<file path="config.mk">
export PLATFORM = sky130hd
export DESIGN_NAME = prog_loader_flat
export DESIGN_NICKNAME = d
export VERILOG_FILES = /design/src/rtl/prog_loader_if.sv /design/src/rtl/prog_loader.sv /design/src/flat_wrapper.sv
export SDC_FILE = /design/constraint.sdc
export NUM_CORES = 1
export LEC_CHECK = 0
export ABC_AREA = 1
export BUFFER_PORTS_ARGS = -buffer_cell sky130_fd_sc_hd__buf_2
export CAP_MARGIN = 5
export CELL_PAD_IN_SITES_DETAIL_PLACEMENT = 0
export CELL_PAD_IN_SITES_GLOBAL_PLACEMENT = 2
export CORE_ASPECT_RATIO = 0.5
export CORE_UTILIZATION = 34
export DETAILED_ROUTE_END_ITERATION = 8
export GPL_TIMING_DRIVEN = 0
export PLACE_DENSITY_LB_ADDON = 0.2
export SLEW_MARGIN = 20
export SYNTH_ARGS = -nofsm -noshare
export SYNTH_HDL_FRONTEND = slang
export SYNTH_SLANG_ARGS = --single-unit
</file>
<file path="constraint.sdc">
create_clock -name CLK -period 2.2 [get_ports CLK]
set_clock_uncertainty 0.15 [all_clocks]
set_input_delay 0.22 -clock CLK [delete_from_list [all_inputs] [get_ports CLK]]
set_output_delay 0.22 -clock CLK [all_outputs]
set_load 0.005 [all_outputs]
</file>
<file path="src/rtl/prog_loader_if.sv">
// Byte-stream input and memory write port of the boot loader.
// slave = loader side, master = stream source / memory side.
interface prog_loader_if #(
  parameter int DATA_W = 32,
  parameter int ADDR_W = 10,
  parameter int N_MEM  = 2
);
  logic [7:0]        IN_DATA;
  logic              IN_VALID;
  logic              IN_READY;
  logic [N_MEM-1:0]  MEM_WE;
  logic [ADDR_W-1:0] MEM_ADDRESS;
  logic [DATA_W-1:0] MEM_DATAIN;

  modport slave (
    input  IN_DATA, IN_VALID,
    output IN_READY, MEM_WE, MEM_ADDRESS, MEM_DATAIN
  );

  modport master (
    output IN_DATA, IN_VALID,
    input  IN_READY, MEM_WE, MEM_ADDRESS, MEM_DATAIN
  );
endinterface

</file>
<file path="src/rtl/prog_loader.sv">
// Boot loader: decodes framed load records into memory writes, holds the core in reset until GO.
// Optional per-record XOR checksum byte enabled by defining PROG_LOADER_CHECKSUM_EN.
//
// state | meaning
// TGT   | waiting for target id byte (0xFF = GO)
// CNT0  | waiting for word count low byte
// CNT1  | waiting for word count high byte
// PAY   | assembling payload words, one strobe per completed word
// CHK   | waiting for checksum byte (checksum build only)
// RUN   | load complete, core released
// ERR   | framing/checksum error, core held in reset
module prog_loader #(
  parameter int DATA_W = 32,
  parameter int ADDR_W = 10,
  parameter int N_MEM  = 2,
  parameter int CNT_W  = 16
) (
  input  logic          CLK,
  input  logic          RESET_N,
  prog_loader_if.slave  bus,
  output logic          CORE_RESET_N,
  output logic          LOAD_DONE,
  output logic          LOAD_ERR
);
  localparam int     BPW    = DATA_W / 8;
  localparam int     BIDX_W = (BPW > 1) ? $clog2(BPW) : 1;
  localparam int     TGT_W  = (N_MEM > 1) ? $clog2(N_MEM) : 1;
  localparam longint MAX_N  = longint'(1) << ADDR_W;

  typedef enum logic [2:0] {
    S_TGT, S_CNT0, S_CNT1, S_PAY, S_CHK, S_RUN, S_ERR
  } state_t;

`ifdef PROG_LOADER_CHECKSUM_EN
  localparam state_t S_END = S_CHK;
`else
  localparam state_t S_END = S_TGT;
`endif

  state_t            state_q;
  logic              rdy_q;
  logic [TGT_W-1:0]  tgt_q;
  logic [7:0]        cnt_lo_q;
  logic [CNT_W-1:0]  rem_q;
  logic [ADDR_W-1:0] widx_q;
  logic [BIDX_W-1:0] bidx_q;
  logic [DATA_W-1:0] sh_q;
  logic [N_MEM-1:0]  we_q;
  logic [ADDR_W-1:0] addr_q;
  logic [DATA_W-1:0] data_q;
  logic              core_q;
  logic              done_q;
  logic              err_q;
`ifdef PROG_LOADER_CHECKSUM_EN
  logic [7:0]        chk_q;
`endif

  logic              acc;
  logic [CNT_W-1:0]  n_word;
  logic [DATA_W+7:0] ext;
  logic [DATA_W-1:0] word;
  logic              last_byte;
  logic              tgt_ok;

  assign acc       = bus.IN_VALID & rdy_q;
  assign n_word    = CNT_W'({bus.IN_DATA, cnt_lo_q});
  // Bytes arrive LSB first, so each new byte enters at the top and the word shifts down.
  assign ext       = {bus.IN_DATA, sh_q};
  assign word      = ext[DATA_W+7:8];
  assign last_byte = (bidx_q == BIDX_W'(BPW - 1));
  assign tgt_ok    = (32'(bus.IN_DATA) < 32'(N_MEM));

  always_ff @(posedge CLK or negedge RESET_N) begin
    if (!RESET_N) begin
      state_q  <= S_TGT;
      rdy_q    <= 1'b0;
      tgt_q    <= '0;
      cnt_lo_q <= '0;
      rem_q    <= '0;
      widx_q   <= '0;
      bidx_q   <= '0;
      sh_q     <= '0;
      we_q     <= '0;
      addr_q   <= '0;
      data_q   <= '0;
      core_q   <= 1'b0;
      done_q   <= 1'b0;
      err_q    <= 1'b0;
`ifdef PROG_LOADER_CHECKSUM_EN
      chk_q    <= '0;
`endif
    end else begin
      we_q <= '0;
      if (state_q != S_RUN && state_q != S_ERR) rdy_q <= 1'b1;
      case (state_q)
        S_TGT: if (acc) begin
`ifdef PROG_LOADER_CHECKSUM_EN
          chk_q <= bus.IN_DATA;
`endif
          if (bus.IN_DATA == 8'hFF) begin
            state_q <= S_RUN;
            rdy_q   <= 1'b0;
            core_q  <= 1'b1;
            done_q  <= 1'b1;
          end else if (tgt_ok) begin
            tgt_q   <= TGT_W'(bus.IN_DATA);
            state_q <= S_CNT0;
          end else begin
            state_q <= S_ERR;
            rdy_q   <= 1'b0;
            err_q   <= 1'b1;
          end
        end
        S_CNT0: if (acc) begin
`ifdef PROG_LOADER_CHECKSUM_EN
          chk_q <= chk_q ^ bus.IN_DATA;
`endif
          cnt_lo_q <= bus.IN_DATA;
          state_q  <= S_CNT1;
        end
        S_CNT1: if (acc) begin
`ifdef PROG_LOADER_CHECKSUM_EN
          chk_q <= chk_q ^ bus.IN_DATA;
`endif
          if (n_word == '0) begin
            state_q <= S_END;
          end else if (longint'(n_word) > MAX_N) begin
            state_q <= S_ERR;
            rdy_q   <= 1'b0;
            err_q   <= 1'b1;
          end else begin
            rem_q   <= n_word;
            widx_q  <= '0;
            bidx_q  <= '0;
            state_q <= S_PAY;
          end
        end
        S_PAY: if (acc) begin
`ifdef PROG_LOADER_CHECKSUM_EN
          chk_q <= chk_q ^ bus.IN_DATA;
`endif
          sh_q <= word;
          if (last_byte) begin
            bidx_q <= '0;
            we_q   <= N_MEM'(1) << tgt_q;
            addr_q <= widx_q;
            data_q <= word;
            widx_q <= widx_q + 1'b1;
            rem_q  <= rem_q - 1'b1;
            if (rem_q == CNT_W'(1)) state_q <= S_END;
          end else begin
            bidx_q <= bidx_q + 1'b1;
          end
        end
`ifdef PROG_LOADER_CHECKSUM_EN
        // Words already strobed stay written even if the checksum then fails.
        S_CHK: if (acc) begin
          if (bus.IN_DATA == chk_q) begin
            state_q <= S_TGT;
          end else begin
            state_q <= S_ERR;
            rdy_q   <= 1'b0;
            err_q   <= 1'b1;
          end
        end
`endif
        default: ;
      endcase
    end
  end

  assign bus.IN_READY    = rdy_q;
  assign bus.MEM_WE      = we_q;
  assign bus.MEM_ADDRESS = addr_q;
  assign bus.MEM_DATAIN  = data_q;
  assign CORE_RESET_N    = core_q;
  assign LOAD_DONE       = done_q;
  assign LOAD_ERR        = err_q;
endmodule

</file>
<file path="src/flat_wrapper.sv">
// flat-port wrapper written by rule: the top's interface ports become plain ports
module prog_loader_flat 
#(
  parameter int DATA_W = 32,
  parameter int ADDR_W = 10,
  parameter int N_MEM  = 2,
  parameter int CNT_W  = 16
)
  (CLK, RESET_N, CORE_RESET_N, LOAD_DONE, LOAD_ERR, bus_IN_DATA, bus_IN_VALID, bus_IN_READY, bus_MEM_WE, bus_MEM_ADDRESS, bus_MEM_DATAIN);
  prog_loader_if #(.DATA_W(DATA_W), .ADDR_W(ADDR_W), .N_MEM(N_MEM)) bus_i ();
  input  logic CLK;
  input  logic RESET_N;
  output logic CORE_RESET_N;
  output logic LOAD_DONE;
  output logic LOAD_ERR;
  input wire logic [$bits(bus_i.IN_DATA)-1:0] bus_IN_DATA;
  input wire logic [$bits(bus_i.IN_VALID)-1:0] bus_IN_VALID;
  output wire logic [$bits(bus_i.IN_READY)-1:0] bus_IN_READY;
  output wire logic [$bits(bus_i.MEM_WE)-1:0] bus_MEM_WE;
  output wire logic [$bits(bus_i.MEM_ADDRESS)-1:0] bus_MEM_ADDRESS;
  output wire logic [$bits(bus_i.MEM_DATAIN)-1:0] bus_MEM_DATAIN;
  assign bus_i.IN_DATA = bus_IN_DATA;
  assign bus_i.IN_VALID = bus_IN_VALID;
  assign bus_IN_READY = bus_i.IN_READY;
  assign bus_MEM_WE = bus_i.MEM_WE;
  assign bus_MEM_ADDRESS = bus_i.MEM_ADDRESS;
  assign bus_MEM_DATAIN = bus_i.MEM_DATAIN;
  prog_loader #(.DATA_W(DATA_W), .ADDR_W(ADDR_W), .N_MEM(N_MEM), .CNT_W(CNT_W)) u_core (.CLK(CLK), .RESET_N(RESET_N), .bus(bus_i), .CORE_RESET_N(CORE_RESET_N), .LOAD_DONE(LOAD_DONE), .LOAD_ERR(LOAD_ERR));
endmodule
</file>
## Yosys cells after proc, flatten, opt, wreduce, memory -nomap -nowiden

Index checks and enable logic that the tools add are counted.

| word-level totals | value |
|---|---|
| register bits | 119 |
| input bits | 11 |
| output and inout bits | 48 |
| logic and storage cells | 102 |

| operators by class | value |
|---|---|
| $add $sub $neg | 3 |
| order comparisons | 2 |
| eq/ne operators | 19 |
| shifts and indexed selects | 1 |
| multiplexer cells | 47 |
| bitwise logic cells | 2 |
| reduce and logical (&&, ||, !) cells | 15 |

Operators with widths:

| cell | count |
|---|---|
| 2-to-1 mux 16 bit | 5 |
| 2-to-1 mux 10 bit | 5 |
| case mux 16 bit (2 select lines) | 1 |
| 2-to-1 mux 3 bit | 10 |
| case mux 10 bit (2 select lines) | 1 |
| == test 16 x 1 -> 1 bit, second input constant | 1 |
| greater-than comparator 16 x 11 -> 1 bit, second input constant | 1 |
| zero test 16 bit | 1 |
| 2-to-1 mux 2 bit | 8 |
| subtractor 16 x 1 -> 16 bit, second input constant | 1 |
| != test 2 x 1 -> 1 bit, second input constant | 7 |
| AND reduction 7 bit | 2 |
| 2-to-1 mux 1 bit | 13 |
| case mux 3 bit (4 select lines) | 1 |
| adder 10 x 1 -> 10 bit, second input constant | 1 |
| == test 8 bit, second input constant | 1 |
| < comparator 8 x 2 -> 1 bit, second input constant | 1 |
| != test 2 bit, second input constant | 4 |
| == test 3 x 2 -> 1 bit, second input constant | 2 |
| != test 3 bit, second input constant | 2 |
| AND reduction 3 bit | 2 |
| AND reduction 6 bit | 1 |
| AND reduction 5 bit | 1 |
| case mux 1 bit (2 select lines) | 2 |
| 13 further kinds | 15 |

## Depth between registers and ports, before layout

| depth | value |
|---|---|
| depth in word-level cells | 7 |
| depth in mapped cells | 12 |
| mapped depth without buffers | 12 |

## Worst setup path after synthesis

OpenSTA, ideal clock, no wires.

| path | value |
|---|---|
| path kind | reg-to-reg |
| start | register u_core.state_q[2] |
| end | register u_core.widx_q[7] |
| library setup time | 0.117 ns |
| data arrival time | 1.395 ns |
| data required time | 1.933 ns |
| setup slack | 0.539 ns |
| stages on the path, launching flop included | 9 |
| path buffers | 2 |
| period minus slack after synthesis | 1.661 ns |
| cells stage by stage | dfrtp_1 -> buf_2 -> nor3_2 -> nand2_2 -> nand2_2 -> nand2_8 -> buf_6 -> nand2_1 -> nand2_1 |

| on the way | value |
|---|---|
| word-level cells in the longest chain between the ends | 3 |
| elaborated cells between the ends (all ways) | 10 |
| classes of those cells | eq/ne: 7; mux: 1; reduce/logical: 2 |

Ends and longest elaborated chain:

| what | line | text |
|---|---|---|
| start, declared | prog_loader.sv:40 | `state_t state_q;` |
| start signal, assigned | prog_loader.sv:75 | `state_q <= S_TGT;` |
| start signal, assigned | prog_loader.sv:101 | `state_q <= S_RUN;` |
| start signal, assigned | prog_loader.sv:107 | `state_q <= S_CNT0;` |
| == test 3 x 2 -> 1 bit | prog_loader.sv:95 | `case (state_q)` |
| != test 2 bit (no line), or another cell as far along | -- |  |
| AND reduction 6 bit (no line) | -- |  |
| end signal, assigned | prog_loader.sv:148 | `widx_q <= widx_q + 1'b1;` |
| end, declared | prog_loader.sv:45 | `logic [ADDR_W-1:0] widx_q;` |

Parallel ways exist; a longest one is shown, timed or not.
A chain may end at the register's enable or synchronous reset.

## Final worst setup path

| path | value |
|---|---|
| start | input bus_IN_DATA[6] |
| end | register u_core.widx_q[5] |

| on the way | value |
|---|---|
| word-level cells in the longest chain between the ends | 3 |
| elaborated cells between the ends (all ways) | 5 |
| classes of those cells | order compare: 1; eq/ne: 2; reduce/logical: 2 |

Ends and longest elaborated chain:

| what | line | text |
|---|---|---|
| start, declared | flat_wrapper.sv:16 | `input wire logic [$bits(bus_i.IN_DATA)-1:0] bus_IN_DATA;` |
| greater-than comparator 16 x 11 -> 1 bit or zero test 16 bit (tied branches) | prog_loader.sv:127, prog_loader.sv:125 |  |
| != test 2 bit (no line) | -- |  |
| AND reduction 6 bit (no line) * | -- |  |

Mark *: on every way between the ends. The rest lies on a longest branch, timed or not.

==> run summary <==
Commonest non-fill, non-tap cells in the layout: nand2_1 (244), dfrtp_1 (111), buf_2 (61), nor2_1 (54), inv_1 (52)
Syn Inst Count: 644
Max-slew violation count: 0
Leakage: 0.00324 uW
1st-iter DRT viols: 267
Gr ovfl total: 0
Outcome: complete, no violations
Share of cells above drive strength 1: 13.7%
Drt pass-1 iters: 4
Die footprint: 15700 um2
R2R Setup Slk: 0.21 ns
Clock buffer depth: 2
Seq/Total Area, Yosys: 53.7%
Slew headroom: 63.0%
Placed cell count: 901
Final WL: 13400 um
Syn Nets: 659
Max VDD drop: 0.000321 V
Vias per cell: 4.57
Distinct cells, synth: 31
Cts bufs inserted: 9
CTS root buffer: clkbuf_16
Via count: 4205
Setup tns final: 0 ns
H-tree Lvls: 3
Gr usage total: 18.3%
Hold slack final: 0.0222 ns
Fillers: 1561
RR Endpoint: u_core.widx_q[5]
Gpl congestion: 0.762
Crit path DAT: 2.14 ns
# setup viols final: 0
# IOs: 59
N_diodes: 0
Crit-path cells: dlygate4sd3_1 -> buf_2 -> nor2_1 -> nand2_1 -> nor2_1 -> nand3_1 -> nand2_2 -> inv_4 -> buf_2 -> nand3_1 -> nand2_1
Final Power: 3700 uW
Crit start category: input pin
Min Tclk post-route: 2.06 ns
Avg Synthesized Cell Area: 8.03 um2
Remaining DRCs: 0
ANT nets after route: 0
Post-layout util: 41.5%
Worst skew pair latency: 0.35 ns
Initial antenna violation count: 0
Routed len/inst: 14.5 um
Period utilization: 93.4%
Hpwl dp: 9850 um
Port Buffers: 58
Die Ht: 89.2 um
Commonest non-fill, non-tap cell in the layout: nand2_1
Layout Cells excl Fill: 921
Fmax: 486 MHz
Initial Util: 35.3%
Top_reg_cell synth: dfrtp_1
Yosys Warn Count: 0
First-pass GRT wire length: 21900 um
Critical Path Fanout Max: 10
Layout area overhead: 17.7%
Cell Area, Synth: 5170 um2
RSZ-0062 raised after global routing: no
Critical path required time: 2.29 ns
EDFF count, synth: 0
Yosys reg bits: 111
Number of global-route vias before repair: 4051
Hold path start: bus_IN_DATA[7]
Least-Margin Pin Slew: 0.555 ns
Post-synthesis async set-or-reset flop share: 100%
WHS Path Cells: 3
Max incr delay on CP: 0.53 ns
Hold crit path type: in -> reg
Clock-pin slew on the worst setup and hold paths: 0.07 ns
Setup crit end kind: flop
Worst path slowest cell: dlygate4sd3_1
PD cells: 608 nW/um2
Max_cap viols: 0
Final Hold Viols: 0
Reg-to-Reg Start: u_core.state_q[0]
Hold path endpoint: u_core.sh_q[31]
Largest net degree at the start of global routing: 63
WS Path Type: in -> reg
FP Rows: 31
Core ar.: 14700 um2
R2R cell count: 10
Net count, final: 734
Clk sink count: 111
Die width: 176 um
CTS tree: done
registers in the layout, summed over array words and instances (netlist names):
name / cells
u_core.CORE_RESET_N: 1
u_core.LOAD_ERR: 1
u_core.bidx_q: 2
u_core.bus.IN_READY: 1
u_core.bus.MEM_ADDRESS: 10
u_core.bus.MEM_DATAIN: 32
u_core.bus.MEM_WE: 2
u_core.cnt_lo_q: 8
u_core.rem_q: 16
u_core.sh_q: 24
u_core.state_q: 3
u_core.tgt_q: 1
u_core.widx_q: 10
synth_stat cells, types with 4 or more instances:
master	instances	area (um2)
o21ai_1	28	140
nand2_2	4	25.0
nor2_1	54	203
nand3b_1	4	30.0
buf_2	4	20.0
dfrtp_1	111	2780
o21ai_0	45	225
a21oi_1	4	20.0
nand4_1	5	31.3
ha_1	4	50.1
nand2_1	244	916
nor3_1	7	35.0
xnor2_1	5	43.8
inv_1	52	195
nand3_1	35	175
clkbuf_1	11	41.3
power by group:
group | total [uW] | internal [uW] | switching [uW]
Clock | 1560 | 781 | 779
Combinational | 98.6 | 24.0 | 74.6
Sequential | 2040 | 2040 | 0
through the flow:
stage | setup WS [ns] | cell area [um2]
final | 0.144 | 6080
after CTS | 0.0303 | 6070
after global routing | 0.0292 | 6080
after detailed placement | 0.0805 | 5740
after global placement | -0.677 | 5710
after floorplan | 0.539 | 5170
worst max-delay path: cells and delay by family:
| kind | cells | cell delay, ns |
|---|---|---|
| AND/OR/NAND/NOR | 7 | 0.92 |
| buffers and inverters | 4 | 0.98 |
what timing repair did:
item / in CTS / in global routing
endpoints found under the hold margin: 53 / 0
hold buffers: 5 / 0
buffers inserted: 0 / 0
resized for setup: 0 / 2
endpoints found under the setup margin: 0 / 23
metal layers:
| layer | global-route usage [%] | vias to the layer above | part of all wire [%] |
|---|---|---|---|
| li1 | - | 2176 | - |
| met1 | 25.9 | 1978 | 54 |
| met2 | 29.2 | 49 | 43 |
| met3 | 3.40 | 2 | 2.6 |
| met4 | 4.47 | 0 | 0.23 |
| met5 | 0 | - | 0 |
final cells by class:
type,instances,area (um2),area share [%]
clock inverters,6,57.6,0.946
plain buffers,22,114,1.87
repair buffers,64,374,6.15
clock buffers,9,225,3.70
flip-flops and latches,111,2780,45.7
well taps,198,248,4.07
inverters,56,215,3.54
multi-input cells,455,2070,34.1
cell families (layout without fill, tap and decap cells):
logic type               after synthesis  count (layout)  synth area share [%]
XOR/XNOR                               8               8                  1.36
AND/OR/NAND/NOR                      363             363                  29.7
flip-flops                           111             111                  53.7
adder cells (fa/ha/maj)                4               4                 0.968
AO/OA/AOI/OAI                         80              80                  7.89
buffers and inverters                 78             157                  6.37
worst max-delay path by stage:
stage | endpoint | cells after the start | from
after floorplan | u_core.widx_q[7] | 8 | u_core.state_q[2]
after global placement | u_core.rem_q[13] | 1 | RESET_N
after detailed placement | u_core.rem_q[12] | 9 | u_core.cnt_lo_q[5]
after CTS | u_core.widx_q[9] | 11 | bus_IN_DATA[6]
after global routing | u_core.bus.MEM_DATAIN[10] | 8 | u_core.state_q[0]
final | u_core.widx_q[5] | 11 | bus_IN_DATA[6]
(Power assumes the default switching activity.)
